===== config.mk =====
export PLATFORM = sky130hd
export DESIGN_NAME = assert_result_monitor
export DESIGN_NICKNAME = d
export VERILOG_FILES = /design/src/rtl/assert_mon_pkg.sv /design/src/rtl/assert_result_monitor_sat_counter.sv /design/src/rtl/assert_result_monitor.sv
export SDC_FILE = /design/constraint.sdc
export NUM_CORES = 1
export LEC_CHECK = 0
export ABC_AREA = 1
export CORE_ASPECT_RATIO = 0.5
export CORE_MARGIN = 4
export CORE_UTILIZATION = 25
export DETAILED_ROUTE_END_ITERATION = 7
export PLACE_DENSITY = 0.4
export SLEW_MARGIN = 20
export SYNTH_ARGS = -nofsm -noshare
export SYNTH_HDL_FRONTEND = slang
export SYNTH_SLANG_ARGS = --single-unit

===== constraint.sdc =====
create_clock -name clk -period 2.6 [get_ports clk]
set_input_delay 0.39 -clock clk [delete_from_list [all_inputs] [get_ports clk]]
set_output_delay 0.39 -clock clk [all_outputs]
set_load 0.02 [all_outputs]

===== src/rtl/assert_mon_pkg.sv =====
// Shared types and constants for the checker result monitor.
// The state enum and the "no failure seen" timestamp marker.
package assert_mon_pkg;

    typedef enum logic [1:0] {
        IDLE   = 2'd0,
        ARMED  = 2'd1,
        ALARM  = 2'd2,
        REPORT = 2'd3
    } mon_state_e;

    localparam int TS_MAX_W = 64;

    // Callers cast this down to their own timestamp width.
    function automatic logic [TS_MAX_W-1:0] ts_none();
        return '1;
    endfunction

endpackage


===== src/rtl/assert_result_monitor_sat_counter.sv =====
// Up-counter that holds at MAX instead of wrapping; clr has priority over inc.
module sat_counter #(
    parameter int           W   = 16,
    parameter logic [W-1:0] MAX = {W{1'b1}}
) (
    input  logic         clk,
    input  logic         rst_n,
    input  logic         clr,
    input  logic         inc,
    output logic [W-1:0] value
);

    logic [W-1:0] cnt_q, cnt_d;

    always_comb begin
        cnt_d = cnt_q;
        if (clr)
            cnt_d = '0;
        else if (inc && (cnt_q != MAX))
            cnt_d = cnt_q + 1'b1;
    end

    always_ff @(posedge clk) begin
        if (!rst_n)
            cnt_q <= '0;
        else
            cnt_q <= cnt_d;
    end

    assign value = cnt_q;

endmodule


===== src/rtl/assert_result_monitor.sv =====
// Accumulates checker pass/fail statistics over an armed window, raises a
// consecutive-fail alarm and hands out one summary record per window.
module assert_result_monitor
    import assert_mon_pkg::*;
#(
    parameter int CNT_W      = 16,
    parameter int TS_W       = 32,
    parameter int FAIL_LIMIT = 4
) (
    input  logic             clk,
    input  logic             rst_n,
    input  logic             start,
    input  logic             stop,
    input  logic             chk_valid,
    input  logic             match,
    input  logic             fail,
    output logic             busy,
    output logic             alarm,
    output logic             proto_err,
    output logic             rpt_valid,
    input  logic             rpt_ready,
    output logic [CNT_W-1:0] rpt_pass_cnt,
    output logic [CNT_W-1:0] rpt_fail_cnt,
    output logic [TS_W-1:0]  rpt_first_fail_ts,
    output logic             rpt_alarm
);

    localparam logic [TS_W-1:0]  TS_NONE   = TS_W'(ts_none());
    localparam logic [CNT_W-1:0] LIMIT     = CNT_W'(FAIL_LIMIT);
    localparam logic [CNT_W:0]   LIMIT_EXT = (CNT_W+1)'(FAIL_LIMIT);

    typedef struct packed {
        logic [CNT_W-1:0] pass;
        logic [CNT_W-1:0] fail;
        logic [TS_W-1:0]  first_ts;
        logic             alarm;
    } rpt_t;

    mon_state_e       state_q, state_d;
    logic [TS_W-1:0]  ts_q;
    logic [TS_W-1:0]  first_ts_q, first_ts_d;
    logic             alarm_q, alarm_d;
    logic             perr_q, perr_d;

    logic             win, sample, clear;
    logic             pass_s, fail_s, perr_s, limit_hit;
    logic [CNT_W-1:0] pass_val, fail_val, consec_val;
    rpt_t             rpt;

    // A start without stop re-arms, so the sample on that cycle is dropped.
    always_comb begin
        win       = (state_q == ARMED) || (state_q == ALARM);
        sample    = win && chk_valid && !(start && !stop);
        pass_s    = sample && match && !fail;
        fail_s    = sample && fail && !match;
        perr_s    = sample && (match == fail);
        limit_hit = fail_s && (({1'b0, consec_val} + 1'b1) >= LIMIT_EXT);
    end

    always_comb begin
        state_d = state_q;
        clear   = 1'b0;
        unique case (state_q)
            IDLE: begin
                if (start) begin
                    state_d = ARMED;
                    clear   = 1'b1;
                end
            end
            ARMED, ALARM: begin
                if (stop)
                    state_d = REPORT;
                else if (start) begin
                    state_d = ARMED;
                    clear   = 1'b1;
                end else if (limit_hit)
                    state_d = ALARM;
            end
            REPORT: begin
                if (rpt_ready)
                    state_d = IDLE;
            end
            default: state_d = IDLE;
        endcase
    end

    always_comb begin
        alarm_d    = alarm_q | limit_hit;
        perr_d     = perr_q | perr_s;
        first_ts_d = first_ts_q;
        if (fail_s && (fail_val == '0))
            first_ts_d = ts_q;
        if (clear) begin
            alarm_d    = 1'b0;
            perr_d     = 1'b0;
            first_ts_d = TS_NONE;
        end
    end

    always_ff @(posedge clk) begin
        if (!rst_n) begin
            state_q    <= IDLE;
            ts_q       <= '0;
            first_ts_q <= TS_NONE;
            alarm_q    <= 1'b0;
            perr_q     <= 1'b0;
        end else begin
            state_q    <= state_d;
            ts_q       <= ts_q + 1'b1;
            first_ts_q <= first_ts_d;
            alarm_q    <= alarm_d;
            perr_q     <= perr_d;
        end
    end

    sat_counter #(.W(CNT_W)) u_pass (
        .clk   (clk),
        .rst_n (rst_n),
        .clr   (clear),
        .inc   (pass_s),
        .value (pass_val)
    );

    sat_counter #(.W(CNT_W)) u_fail (
        .clk   (clk),
        .rst_n (rst_n),
        .clr   (clear),
        .inc   (fail_s),
        .value (fail_val)
    );

    // Run length of back-to-back fails; a pass breaks the run.
    sat_counter #(.W(CNT_W), .MAX(LIMIT)) u_consec (
        .clk   (clk),
        .rst_n (rst_n),
        .clr   (clear | pass_s),
        .inc   (fail_s),
        .value (consec_val)
    );

    always_comb begin
        rpt = '{pass: '0, fail: '0, first_ts: TS_NONE, alarm: 1'b0};
        if (state_q == REPORT)
            rpt = '{pass: pass_val, fail: fail_val, first_ts: first_ts_q, alarm: alarm_q};
    end

    assign busy              = win;
    assign alarm             = alarm_q;
    assign proto_err         = perr_q;
    assign rpt_valid         = (state_q == REPORT);
    assign rpt_pass_cnt      = rpt.pass;
    assign rpt_fail_cnt      = rpt.fail;
    assign rpt_first_fail_ts = rpt.first_ts;
    assign rpt_alarm         = rpt.alarm;

endmodule

-- Word level (Yosys, flattened, before mapping)
Cells that the tools add are included.
- bits in registers: 116
- magnitude comparators: 1
- add/sub/neg operators: 5
- eq/ne operators: 10
- reduce and logical (&&, ||, !) cells: 24
- multiplexer cells: 10
- bitwise gates (word level): 4
- operators by type and width (operator ; number):
    2-to-1 mux 65 bit ; 1
    adder 16 x 1 -> 16 bit (second input constant) ; 3
    adder 32 x 1 -> 32 bit (second input constant) ; 1
    != test 16 bit (second input constant) ; 2
    adder 16 x 1 -> 17 bit (second input constant) ; 1
    >= comparator 17 x 3 -> 1 bit (second input constant) ; 1
    logical NOT 16 bit ; 1
    != test 16 x 3 -> 1 bit (second input constant) ; 1
    logical AND 1 bit ; 13
    2-to-1 mux 2 bit ; 5
    case mux 2 bit (3 select lines) ; 1
    OR reduction 2 bit ; 3
    == test 2 bit (second input constant) ; 2
    logical NOT 1 bit ; 4
    != test 4 bit (second input constant) ; 1
    bitwise OR 1 bit ; 3
    AND reduction 3 bit ; 1
    == test 2 x 1 -> 1 bit (second input constant) ; 1
    logical NOT 2 bit ; 1
    2-to-1 mux 1 bit ; 2
    != test 2 x 1 -> 1 bit (second input constant) ; 1
    != test 2 bit (second input constant) ; 1
    case mux 1 bit (2 select lines) ; 1
    == test 1 bit ; 1
    2 further kinds ; 2

-- Longest topological paths before layout
Gate-level depths: netlist (run 1).
- depth in word-level cells: 11
- gate-level depth with buffers: 16

-- Hierarchy
From an unflattened synthesis (run 1), not the netlist that was laid out.
- cell total of the unflattened synthesis: 1010
- area total of the unflattened synthesis: 6532.5 µm²
- modules (own cells, without submodules) (module ; sequential area each (µm²) ; times used ; area an instance (µm²) ; cells an instance):
    assert_result_monitor ; 1361.3 ; 1 ; 3686.0 ; 542
    sat_counter (u_fail ...) ; 320.3 ; 2 ; 910.9 ; 153
    sat_counter (u_consec) ; 320.3 ; 1 ; 1024.7 ; 162

-- Worst setup path before layout (run 1)
Ideal clock, no wire load.
- path kind: reg-to-reg
- start: register state_q[0]
- end: register u_fail.cnt_q[7], in the netlist u_fail.value[7]
- clock period less this slack: 1.999 ns
- data arrival time: 1.879 ns
- cell stages (with the launch flop): 12
- path slack: 0.601 ns
- cells stage by stage: dfxtp_1 > inv_1 > ha_1 > nand3_4 > nor2_8 > nand2_2 > inv_2 > nand4_2 > nor2_1 > nand2_1 > o21ai_0 > a21oi_1
- word-level cells in the longest chain between the ends: 7
- RTL lines (item ; RTL line ; RTL):
    start, declared ; assert_result_monitor.sv:39 ; mon_state_e state_q, state_d;
    start signal, assigned ; assert_result_monitor.sv:108 ; state_q <= state_d;
    == test 2 x 1 -> 1 bit / == test 2 bit (equally long branches) ; assert_result_monitor.sv:52 ; win = (state_q == ARMED) || (state_q == ALARM);
    logical OR 1 bit (*) ; assert_result_monitor.sv:52 ;
    net busy ; assert_result_monitor.sv:17 ; output logic busy,
    logical AND 1 bit (*) (2 in a row) ; assert_result_monitor.sv:53 ; sample = win && chk_valid && !(start && !stop);
    logical AND 1 bit (*) (2 in a row) ; assert_result_monitor.sv:55 ; fail_s = sample && fail && !match;
    logical AND 1 bit (*) ; assert_result_monitor_sat_counter.sv:19 ; else if (inc && (cnt_q != MAX))
    end signal, assigned ; assert_result_monitor_sat_counter.sv:27 ; cnt_q <= cnt_d;
    end, declared ; assert_result_monitor_sat_counter.sv:13 ; logic [W-1:0] cnt_q, cnt_d;
Mark *: on every way through the listed nets, which the timed path passes. The rest lies on a longest branch.
A chain may end at the register's enable or synchronous reset.

-- Worst setup path after layout (run 1)
- start: register state_q[1]
- end: output rpt_first_fail_ts[1]
- word-level cells in the longest chain between the ends: 2
- RTL lines (item ; RTL line ; RTL):
    == test 2 bit ; assert_result_monitor.sv:143 ; if (state_q == REPORT)
    2-to-1 mux 65 bit ; assert_result_monitor.sv:143 ;
    end, declared ; assert_result_monitor.sv:24 ; output logic [TS_W-1:0] rpt_first_fail_ts,
No other way between the ends.

==> results of run 1 <==
[final cells by class]
class                           instances  area (sq um)  share of cell area (%)
Timing Repair Buffer                   88         962.2                   12.12
Clock buffer                           18         439.2                   5.532
Inverter                              137         518.0                   6.525
Multi-Input combinational cell        618          3192                   40.20
Sequential cell                       116          2322                   29.25
Tap cell                              315         394.1                   4.965
Clock inverter                         13         111.4                   1.403
[registers in the layout, indices dropped and copies added (netlist names)]
| register | flops |
|---|---|
| u_pass.value | 16 |
| proto_err | 1 |
| ts_q | 32 |
| first_ts_q | 32 |
| state_q | 2 |
| u_fail.value | 16 |
| u_consec.value | 16 |
| alarm | 1 |
[kinds of logic (layout without fill, tap and decap cells)]
group	count (synthesis)	in the layout	share of synthesized area [%]
flip-flops	116	116	37.90
AND/OR/NAND/NOR	455	455	35.49
AO/OA/AOI/OAI	147	147	13.46
XOR/XNOR	8	8	1.144
buffers and inverters	164	256	10.37
adder cells (fa/ha/maj)	8	8	1.634
[power by group through the flow]
| stage | sequential [mW] | combinational [mW] | clock, mW |
|---|---|---|---|
| 3_5_place_dp | 1.90 | 0.554 | 0 |
| 3_3_place_gp | 1.90 | 0.549 | 0 |
| 4_1_cts | 1.87 | 0.568 | 2.29 |
| 2_1_floorplan | 1.89 | 0.364 | 0 |
| 5_1_grt | 1.87 | 0.632 | 2.37 |
| 6_report | 1.87 | 0.557 | 2.21 |
[per-stage QoR]
stage | util [%] | setup slack (ns) | hold slack, ns | setup TNS (ns) | cell area (sq um)
floorplan | - | 0.6015 | 0.4214 | 0 | 6127
CTS | 32.73 | -0.004459 | 0.4563 | -0.006660 | 7863
global route | 33.05 | -0.0002029 | 0.4786 | -0.0002029 | 7939
global placement | 30.34 | 0.2229 | 0.4380 | 0 | 7288
detailed placement | 30.34 | 0.1872 | 0.4430 | 0 | 7288
finish | 33.05 | 0.08465 | 0.4529 | 0 | 7939
[how the worst max path moves through the flow]
stage,cells after the start,startpoint,end
final,5,state_q[1]$_SDFFE_PN0P_,rpt_first_fail_ts[1]
after global routing,5,state_q[1]$_SDFFE_PN0P_,rpt_first_fail_ts[31]
after CTS,5,state_q[1]$_SDFFE_PN0P_,rpt_pass_cnt[15]
after detailed placement,11,start,u_fail.value[7]$_SDFFE_PP0P_
after global placement,11,fail,u_fail.value[7]$_SDFFE_PP0P_
after floorplan,11,state_q[0]$_SDFFE_PN0P_,u_fail.value[7]$_SDFFE_PP0P_
[critical path, stage by stage (launching register included)]
cell and delay [ns]:
dfxtp_1 0.37, ha_2 0.23, clkinvlp_4 0.14, buf_12 0.16, or2_2 0.26, clkdlybuf4s50_1 0.54
[routing by layer]
metal | GRT usage [%] | wire, um | vias up
met5 | 0 | 0 | -
met4 | 3.189 | 134 | 0
met3 | 3.011 | 485 | 11
met2 | 20.89 | 7934 | 66
met1 | 16.61 | 8289 | 2633
li1 | - | - | 3080
[cells in the mapped netlist, types with 2 or more instances]
cell | n | area [sq um]
nand2_1 | 213 | 799.5
inv_1 | 129 | 484.2
dfxtp_1 | 116 | 2322
nor2_1 | 69 | 259.0
a21oi_1 | 67 | 335.3
nand3_1 | 40 | 200.2
o21ai_0 | 40 | 200.2
or2_2 | 34 | 212.7
nand4_1 | 28 | 175.2
nor3_1 | 28 | 140.1
o211ai_1 | 26 | 195.2
clkbuf_1 | 17 | 63.81
nor2_2 | 9 | 56.30
ha_1 | 8 | 100.1
xor2_1 | 8 | 70.07
buf_2 | 7 | 35.03
nand2_2 | 7 | 43.79
nor4_1 | 7 | 43.79
inv_2 | 6 | 22.52
a31oi_1 | 4 | 25.02
nor2_4 | 3 | 33.78
o21bai_1 | 3 | 22.52
a211oi_1 | 2 | 15.01
clkinv_1 | 2 | 7.510
nand3_2 | 2 | 20.02
nand4_2 | 2 | 25.02
nor3_2 | 2 | 20.02
nor3_4 | 2 | 32.53
o21a_1 | 2 | 15.01
o21ai_1 | 2 | 10.01
[timing repair]
action / CTS / global route
setup endpoints to repair: 15 / 65
buffers inserted: 1 / 0
resized for setup: 1 / 30
gates cloned: 0 / 0
==> impl_metrics.tcl, run 1 <==
set metrics [dict create \
    clk_latency_ns 0.42 \
    power_frac_seq_pct 40.2 \
    clock_skew_ns 0.01038 \
    clock_power_share_pct 47.7 \
    holdBufCountCts 0 \
    stdcell_count 1305 \
    setup_viol 0 \
    worst_slew_pin_slew_ns 0.4839 \
    slew_viol_final 0 \
    cts.sinks 116 \
    r2r_end "u_fail.value[7]$_SDFFE_PP0P_" \
    r2r_start "state_q[1]$_SDFFE_PN0P_" \
    diodes 0 \
    die_width_um 229.4 \
    power_switching_mw 1.286 \
    power_density_nw_per_um2 583.9 \
    synth_nets 914 \
    finalPower_mw 4.636 \
    period_minus_slack_ns 2.515 \
    start_kind "register" \
    peakVddDrop_uv 309.6 \
    synthToLayoutAreaGrowth_pct 29.57 \
    cp.required_ns 2.21 \
    synth_cell_types 43 \
    h-tree-depth 4 \
    async_flop_share_pct 0 \
    drc 0 \
    antenna_found_initial 0 \
    ctsLongestPathBuffers 2 \
    start_util_pct 25.51 \
    num-fill-cells 2587 \
    yosysSeqAreaShare_pct 37.90 \
    antenna_left 0 \
    cts-root-buf "clkbuf_16" \
    end_kind "output pin" \
    fmax_mhz 397.6 \
    cts_tree "yes" \
    maxCapViolations 0 \
    grt_pass1_wl_um 28330 \
    synth-main-ff-cell "dfxtp_1" \
    cts_inserted_buffers 17 \
    ios 77 \
    critPathArrivalTime_ns 2.13 \
    clkTransAtPathRegs_ns 0.06 \
    postRouteWirelength_um 16840 \
    outcome "finished clean" \
    syn-instance-count 898 \
    finalHoldViolCount 0 \
    hp-start "first_ts_q[28]$_SDFFE_PP1P_" \
    core_area_sq_um 24020 \
    cp_max_fo 17 \
    p_sw_share_pct 27.74 \
    hold_end "first_ts_q[28]$_SDFFE_PP1P_" \
    nNetsFinal 994 \
    synth_seq_cells 116 \
    gr-usage-all-layers_pct 12.62 \
    routabilityCongestion 0.8114 \
    placed_cells 1273 \
    power_leakage_nw 3.107 \
    grt_remaining_overflow 0 \
    yosys_warnings 0 \
    rows 40 \
    die_y_um 118.7 \
    grt_pass1_vias 5596 \
    syn_avg_cell_area_sq_um 6.823 \
    num_vias 5790 \
    dr.pass1.iters 4 \
    place.port_buffers 76 \
    r2r_cells 11 \
    drive_above_1_share_pct 12.12 \
    combPwrFrac_pct 12.0 \
    drt-vias-per-instance 4.437 \
    synth_edf_count 0 \
    ff2ff_setup_slack_ns 0.37 \
    grt_max_degree 56 \
    wl_per_cell_um 12.91 \
    crit_type "reg -> out" \
    die_area_sq_um 27230 \
    max_slew_margin_pct 67.70 \
    final.period_utilization_pct 96.74 \
    min_delay_path_depth 2 \
    layout_common_cells "nand2_1, inv_1, dfxtp_1" \
    dp_hpwl_um 12360 \
    drtIter0Drc 196 \
    min_path_type "reg -> reg" \
    p_int_mw 3.350 \
    syn_area_sq_um 6127 \
    mostFrequentLayoutCell "nand2_1" \
]
(Power assumes the default switching activity.)
==> inputs of run 2 (changes only) <==
--- a/config.mk
+++ b/config.mk
@@ -6,11 +6,13 @@
 export NUM_CORES = 1
 export LEC_CHECK = 0
 export ABC_AREA = 1
+export CELL_PAD_IN_SITES_DETAIL_PLACEMENT = 0
+export CELL_PAD_IN_SITES_GLOBAL_PLACEMENT = 2
 export CORE_ASPECT_RATIO = 0.5
 export CORE_MARGIN = 4
 export CORE_UTILIZATION = 25
 export DETAILED_ROUTE_END_ITERATION = 7
-export PLACE_DENSITY = 0.4
+export PLACE_DENSITY = 0.65
 export SLEW_MARGIN = 20
 export SYNTH_ARGS = -nofsm -noshare
 export SYNTH_HDL_FRONTEND = slang
==> constraint.sdc (replaced) <==
create_clock -name clk -period 2.6 [get_ports clk]
set_input_delay 0.52 -clock clk [delete_from_list [all_inputs] [get_ports clk]]
set_output_delay 0.52 -clock clk [all_outputs]
set_load 0.02 [all_outputs]
==> impl_metrics.tcl, run 2 (synthesized netlist as in run 1, its figures left out) <==
set metrics [dict create \
    place.port_buffers 76 \
    h-tree-depth 4 \
    die_area_sq_um 27230 \
    end_kind "output pin" \
    ctsLongestPathBuffers 2 \
    drt-vias-per-instance 4.420 \
    period_minus_slack_ns 2.491 \
    clock_skew_ns 0.007250 \
    setup_viol 0 \
    grt_remaining_overflow 0 \
    clkTransAtPathRegs_ns 0.06 \
    cts-root-buf "clkbuf_16" \
    grt_pass1_wl_um 29340 \
    start_kind "register" \
    final_core_util_pct 33.15 \
    gr-usage-all-layers_pct 13.32 \
    routabilityCongestion 0.7911 \
    place_area_sq_um 7326 \
    finalHoldViolCount 0 \
    peakVddDrop_uv 459.0 \
    grt_pass1_vias 5734 \
    diodes 0 \
    outcome "finished clean" \
    slew_viol_final 0 \
    setup_tns_ns 0 \
    num_vias 5790 \
    worst_slack_ns 0.1088 \
    power_leakage_nw 3.345 \
    final.period_utilization_pct 95.82 \
    rows 40 \
    layout_common_cells "nand2_1, inv_1, dfxtp_1" \
    cts.sinks 116 \
    antenna_found_initial 0 \
    cp_max_fo 5 \
    critPathSlowestCell "clkdlybuf4s50_1" \
    mostFrequentLayoutCell "nand2_1" \
    rsz0062_at_grt "false" \
    die_width_um 229.4 \
    postRouteWirelength_um 17610 \
    crit_type "reg -> out" \
    maxCapViolations 0 \
    holdBufCountCts 0 \
    synthToLayoutAreaGrowth_pct 29.98 \
    nNetsFinal 998 \
    grt_max_degree 56 \
    cts_inserted_buffers 17 \
    ctsResizeCount 34 \
    drtIter0Drc 356 \
    die_y_um 118.7 \
    antenna_left 0 \
    clk_latency_ns 0.42 \
    min_path_type "reg -> reg" \
    largestRegisters "first_ts_q: 32 flops, ts_q: 32 flops" \
    cts_tree "yes" \
    crit_chain "inv_1 > ha_1 > clkdlybuf4s50_1" \
    start_util_pct 25.51 \
    dp_hpwl_um 12990 \
    drive_above_1_share_pct 12.36 \
    max_slew_margin_pct 67.65 \
    cp.required_ns 2.08 \
    wl_per_cell_um 13.44 \
    dr.pass1.iters 4 \
    post_cts_buffers 0 \
    fin_area_sq_um 7964 \
    max_stage_delay_ns 0.69 \
    ios 77 \
    power_density_nw_per_um2 624.2 \
    fmax_mhz 401.4 \
    drc 0 \
    dp_slack_ns 0.1657 \
    critPathArrivalTime_ns 1.97 \
    core_area_sq_um 24020 \
    worst_slew_pin_slew_ns 0.4852 \
]
-- run 2: changes by cell type in the layout (fill, tap and decap cells not counted), sizes merged --
cell,change
inv,+1
clkdlybuf4s50,-18
buf,+4
clkbuf,+2
clkinvlp,-1
dlymetal6s2s,-15
dlygate4sd2,+33
clkinv,-4
bufinv,+3
-- run 2: final timing paths --
path              depth (start not counted)  slack [ns]                         from                              end
setup / recovery                          3        0.11      state_q[0]$_SDFFE_PN0P_                             busy
hold / removal                            2        0.45  first_ts_q[14]$_SDFFE_PP1P_      first_ts_q[14]$_SDFFE_PP1P_
setup reg to reg                          9        0.41      state_q[0]$_SDFFE_PN0P_  u_consec.value[11]$_SDFFE_PP0P_
hold reg to reg                           2        0.45  first_ts_q[14]$_SDFFE_PP1P_      first_ts_q[14]$_SDFFE_PP1P_
-- run 2: per-stage QoR --
step	cells	power [mW]	hold WS (ns)
finish	1310	4.971	0.4531
global placement	1278	2.479	0.4342
CTS	1310	5.073	0.4590
global route	1310	5.201	0.4833
floorplan	898	2.257	0.4214
detailed placement	1278	2.478	0.4454
-- run 2: per-layer routing --
layer | track usage [%] | wire length [um]
met3 | 3.107 | 382
met4 | 4.594 | 250
met1 | 17.18 | 8742
met2 | 21.95 | 8232
met5 | 0 | 0
-- run 2: power by group --
group          internal [mW]  switching (mW)  leakage (nW)
Clock                   1.65           0.886         0.299
Sequential              1.83          0.0394         0.938
Combinational          0.194           0.370          2.11
-- run 2: worst max-delay path, delay by kind of cell (launching register included) --
family | cells | cell delay, ns
DFF | 1 | 0.40
buffers and inverters | 2 | 0.75
adders and majority gates | 1 | 0.40
-- run 2: layout make-up --
cell class	count	area, sq um
clock inverter	12	177.7
clock buffer	20	456.7
fill	2648	16060
inverter	137	514.2
timing repair buffer	92	897.1
multi-input combinational	618	3202
sequential	116	2322
tap	315	394.1
